<file path="src/rtl/bz_deserializer.sv">
// Router-to-Core deserializer: pops 11-bit flits from a show-ahead FIFO and reassembles
// header + three data flits into one Core word. Consecutive words may share a single header.
module bz_deserializer #(
  parameter int unsigned NPCcode  = 8,
  parameter int unsigned NPCdata  = 24,
  parameter int unsigned NPCroute = 10
) (
  input  logic                                 clk,
  input  logic                                 reset,
  input  logic [10:0]                          q,
  input  logic                                 empty,
  output logic                                 rdreq,
  output logic [NPCroute+NPCcode+NPCdata-1:0]  PC_out_channel_d,
  output logic                                 PC_out_channel_v,
  input  logic                                 PC_out_channel_a,
  output logic                                 err
);

  typedef enum logic [2:0] {StHdr, StD1, StD2, StD3, StOut} state_e;

  state_e                state_q, state_d;
  logic [NPCroute-1:0]   route_q, route_d;
  logic [29:0]           data_q, data_d;
  logic                  more_n_q, more_n_d;
  logic                  v_q, v_d;
  logic                  err_q, err_d;

  logic                  tail;
  logic [9:0]            payload;

  assign tail    = q[0];
  assign payload = q[10:1];

  // No pops while a finished word waits for the Core.
  assign rdreq = reset & ~empty & (state_q != StOut);

  always_comb begin
    state_d  = state_q;
    route_d  = route_q;
    data_d   = data_q;
    more_n_d = more_n_q;
    err_d    = 1'b0;
    unique case (state_q)
      StHdr: begin
        if (rdreq) begin
          if (tail) begin
            err_d = 1'b1;
          end else begin
            route_d = NPCroute'(payload);
            state_d = StD1;
          end
        end
      end
      StD1: begin
        if (rdreq) begin
          if (tail) begin
            err_d   = 1'b1;
            state_d = StHdr;
          end else begin
            data_d[29:20] = payload;
            state_d       = StD2;
          end
        end
      end
      StD2: begin
        if (rdreq) begin
          if (tail) begin
            err_d   = 1'b1;
            state_d = StHdr;
          end else begin
            data_d[19:10] = payload;
            state_d       = StD3;
          end
        end
      end
      StD3: begin
        if (rdreq) begin
          data_d[9:0] = payload;
          more_n_d    = tail;
          state_d     = StOut;
        end
      end
      StOut: begin
        // Route register is kept when the run continues with another word.
        if (PC_out_channel_a) begin
          state_d = more_n_q ? StHdr : StD1;
        end
      end
      default: state_d = StHdr;
    endcase
    v_d = (state_d == StOut);
  end

  always_ff @(posedge clk or negedge reset) begin
    if (!reset) begin
      state_q  <= StHdr;
      route_q  <= '0;
      data_q   <= '0;
      more_n_q <= 1'b0;
      v_q      <= 1'b0;
      err_q    <= 1'b0;
    end else begin
      state_q  <= state_d;
      route_q  <= route_d;
      data_q   <= data_d;
      more_n_q <= more_n_d;
      v_q      <= v_d;
      err_q    <= err_d;
    end
  end

  assign PC_out_channel_d = {route_q, {(NPCcode + NPCdata - 30){1'b0}}, data_q};
  assign PC_out_channel_v = v_q;
  assign err              = err_q;

endmodule
</file>
<file path="config.mk">
export PLATFORM = sky130hd
export DESIGN_NAME = bz_deserializer
export DESIGN_NICKNAME = d
export VERILOG_FILES = /design/src/rtl/bz_deserializer.sv
export SDC_FILE = /design/constraint.sdc
export NUM_CORES = 1
export LEC_CHECK = 0
export ABC_CLOCK_PERIOD_IN_PS = 1620
export BUFFER_PORTS_ARGS = -buffer_cell sky130_fd_sc_hd__buf_2
export CAP_MARGIN = 20
export CORE_ASPECT_RATIO = 0.9
export CORE_UTILIZATION = 40
export CTS_BUF_LIST = sky130_fd_sc_hd__clkbuf_16
export DETAILED_ROUTE_END_ITERATION = 8
export PLACE_DENSITY = 0.68
export SLEW_MARGIN = 20
export SYNTH_ARGS = -nofsm -noshare
export SYNTH_HDL_FRONTEND = slang
export SYNTH_SLANG_ARGS = --single-unit
</file>
<file path="constraint.sdc">
create_clock -name clk -period 1.62 [get_ports clk]
set_input_delay 0.162 -clock clk [delete_from_list [all_inputs] [get_ports clk]]
set_output_delay 0.162 -clock clk [all_outputs]
set_load 0.01 [all_outputs]
</file>
==> results.toml <==
[synthesis]
ys_seq_area_frac = 0.614
synthDominantAreaCellType = "dfrtp_1"
syn_area_mm2 = 0.00187
ys_ff_latch = 46
ys_top_cells_by_area = "dfrtp_1 (61%), mux2_2 (19%), mux2_4 (8.0%), nor4b_4 (1.3%), buf_4 (1.2%)"
synth_top_area_share = 0.614
avgSynthCellArea_um2 = 15.8
netlist_instances = 119
synth_cell_types = 23
yosys_warnings = 0

[min_path]
hold_end = "data_q[3]$_DFFE_PN0P_"
min_path_type = "input pin to flip-flop"
whs_path_depth = 2
min-delay-start = "q[4]"

[worst_setup_path]
critPathArrivalTime_ns = 1.69
r2r_cells = 5
end_kind = "flip-flop"
r2r_setup_slack_ns = 0.09
crit_fanout = 13
reg2reg_from = "state_q[1]$_DFF_PN0_"
path_class = "flip-flop to flip-flop"
start_kind = "flip-flop"
rr_endpoint = "data_q[5]$_DFFE_PN0P_"
worst_ep_required_time_ns = 1.78

[final_layout]
drive_above_1_share = 0.625
antenna_cells = 0
areaGrowthSynthToFinish_pct = 27.4
fill_cells = 396
final_cell_area_mm2 = 0.00239
fin_nets = 200

[route]
finalWirelength_um = 3850
dr.pass1.iters = 4
wire_per_inst_um = 15.7
viasPerCell = 4.88
ant_nets = 0
route.detailed.drc = 0
vias = 1201
drt-initial-drc-count = 90

[power_and_ir_drop]
worst_ir_drop_vdd_mv = 0.792
p_leak_nw = 1.23
powerDensity_mw_per_mm2 = 1730

[place]
placed_area_mm2 = 0.00224
dp_hpwl_um = 2820
portBuffers = 57
place.gp.congestion = 0.816

[global_routing]
grt_pass1_vias = 1282
antenna_found_initial = 0
grt_start_max_net_pins = 24
grt_first_pass_wirelength_um = 6200
grt_use_total = 0.175
overflow = 0

[sta]
timing.fmax_mhz = 652
finalHoldViolCount = 0
setup-tns-final_ns = 0
min_period_over_period = 0.946
setup_viol = 0
clock_skew_ns = 0.00206
slew_violations = 0
rsz0062_at_grt = "false"
fin_hold_ws_ns = 0.157
finalCriticalPeriod_ns = 1.53

[floorplanning]
die_x_um = 74.2
io_pins = 60
die_y_um = 66.9
die_area_mm2 = 0.00496
rows = 23
fp.coreArea_mm2 = 0.00449
initial_core_util = 0.418

[clock_network]
cts_tree = "built"
clkTransAtPathRegs_ns = 0.06
cts_setup_buffers = 0
cts_sinks = 46
cts_buffers = 5
clk_latency_ns = 0.28
cts_root_buf = "clkbuf_16"
h-tree-depth = 2
cts_buffer_depth = 2

[flow_run]
cap_violations = 0

[run_status]
status = "completed"
[worst max-delay path, cell delays in order (launching register included)]
cell and delay, ns:
dfrtp_1 0.40, buf_4 0.17, nand2_1 0.09, nor3_2 0.13
buf_4 0.25, mux2_2 0.36
[per-stage QoR]
step	setup WS, ns	utilization	total power, mW	instances
2_1_floorplan	0.155	-	2.61	120
3_3_place_gp	0.0926	0.499	3.17	239
3_5_place_dp	0.0348	0.499	3.24	239
4_1_cts	0.0164	0.530	4.17	246
5_1_grt	0.0136	0.532	4.37	246
6_report	0.0873	0.532	4.13	246
[worst max-delay path by stage]
stage                               startpoint                     end  slack [ns]  depth (start not counted)
after global routing      state_q[1]$_DFF_PN0_   data_q[5]$_DFFE_PN0P_        0.01                          5
after CTS                 state_q[1]$_DFF_PN0_  data_q[27]$_DFFE_PN0P_        0.02                          4
final                     state_q[1]$_DFF_PN0_   data_q[5]$_DFFE_PN0P_        0.09                          5
after floorplan           state_q[1]$_DFF_PN0_  data_q[20]$_DFFE_PN0P_        0.16                          4
after global placement    state_q[1]$_DFF_PN0_  data_q[22]$_DFFE_PN0P_        0.09                          4
after detailed placement  state_q[1]$_DFF_PN0_  data_q[22]$_DFFE_PN0P_        0.03                          4
[flip-flops by register name (all words and copies together) (netlist names)]
signal,count
data_q,30
route_q,10
state_q,3
PC_out_channel_v,1
err,1
more_n_q,1
[report_power, final]
| part | switching (mW) | leakage (nW) | total (mW) | internal, mW |
|---|---|---|---|---|
| logic | 0.610 | 0.587 | 1.35 | 0.744 |
| registers | 0.251 | 0.580 | 1.86 | 1.61 |
| clock network | 0.365 | 0.0632 | 0.912 | 0.547 |
| total | 1.23 | 1.23 | 4.13 | 2.90 |
[cell usage after synthesis]
cell      instances
dfrtp_1          46
mux2_2           31
mux2_4           10
a21oi_1           3
buf_4             3
nor2_1            3
o21ai_0           3
buf_2             2
nand2_1           2
nand3b_1          2
o21a_1            2
and3_1            1
and4bb_2          1
buf_6             1
conb_1            1
inv_1             1
nand2_2           1
nand2b_1          1
nand3_2           1
nor2b_1           1
nor3_2            1
nor3b_2           1
nor4b_4           1
[layout make-up]
type	count	area (µm²)	share of cell area
Multi-Input combinational cell	67	687	0.288
Clock inverter	1	3.75	0.00157
Tap cell	62	77.6	0.0325
Inverter	1	3.75	0.00157
Timing Repair Buffer	64	340	0.142
Sequential cell	46	1150	0.482
Clock buffer	5	125	0.0524
[routing by layer]
layer,wire (µm),track usage,up-vias
li1,-,-,546
met3,288,0.0711,7
met2,1880,0.285,50
met5,0,0,-
met1,1650,0.209,598
met4,35,0.0553,0
[what timing repair did]
| action | 4_1_cts | 5_1_grt |
|---|---|---|
| endpoints found under the hold margin | 46 | 0 |
| hold buffers | 1 | 0 |
| gates resized for setup | 0 | 1 |
| endpoints found under the setup margin | 0 | 16 |
[layout by cell type, fill, tap and decap left out, drive strengths merged]
master | netlist | final
a21oi | 3 | 3
o21a | 2 | 2
mux2 | 41 | 41
dlygate4sd3 | 0 | 1
and3 | 1 | 1
nor2 | 3 | 3
clkbuf | 0 | 5
nor3 | 1 | 1
o21ai | 3 | 3
dfrtp | 46 | 46
nor2b | 1 | 1
and4bb | 1 | 1
nand3 | 1 | 1
nand3b | 2 | 2
conb | 1 | 2
nand2 | 3 | 3
inv | 1 | 1
nor3b | 1 | 1
buf | 6 | 63
clkinv | 0 | 1
nand2b | 1 | 1
nor4b | 1 | 1
[kinds of logic (layout without fill, tap and decap cells)]
group / after synthesis / after routing / synth area share
DFF: 46 / 46 / 0.614
other: 1 / 2 / 0.00200
and+or+nand+nor: 16 / 16 / 0.0681
buffers and inverters: 7 / 71 / 0.0254
muxes: 41 / 41 / 0.266
AOI/OAI and AO/OA: 8 / 8 / 0.0240
Note: power is estimated with default switching activity, not from simulation.
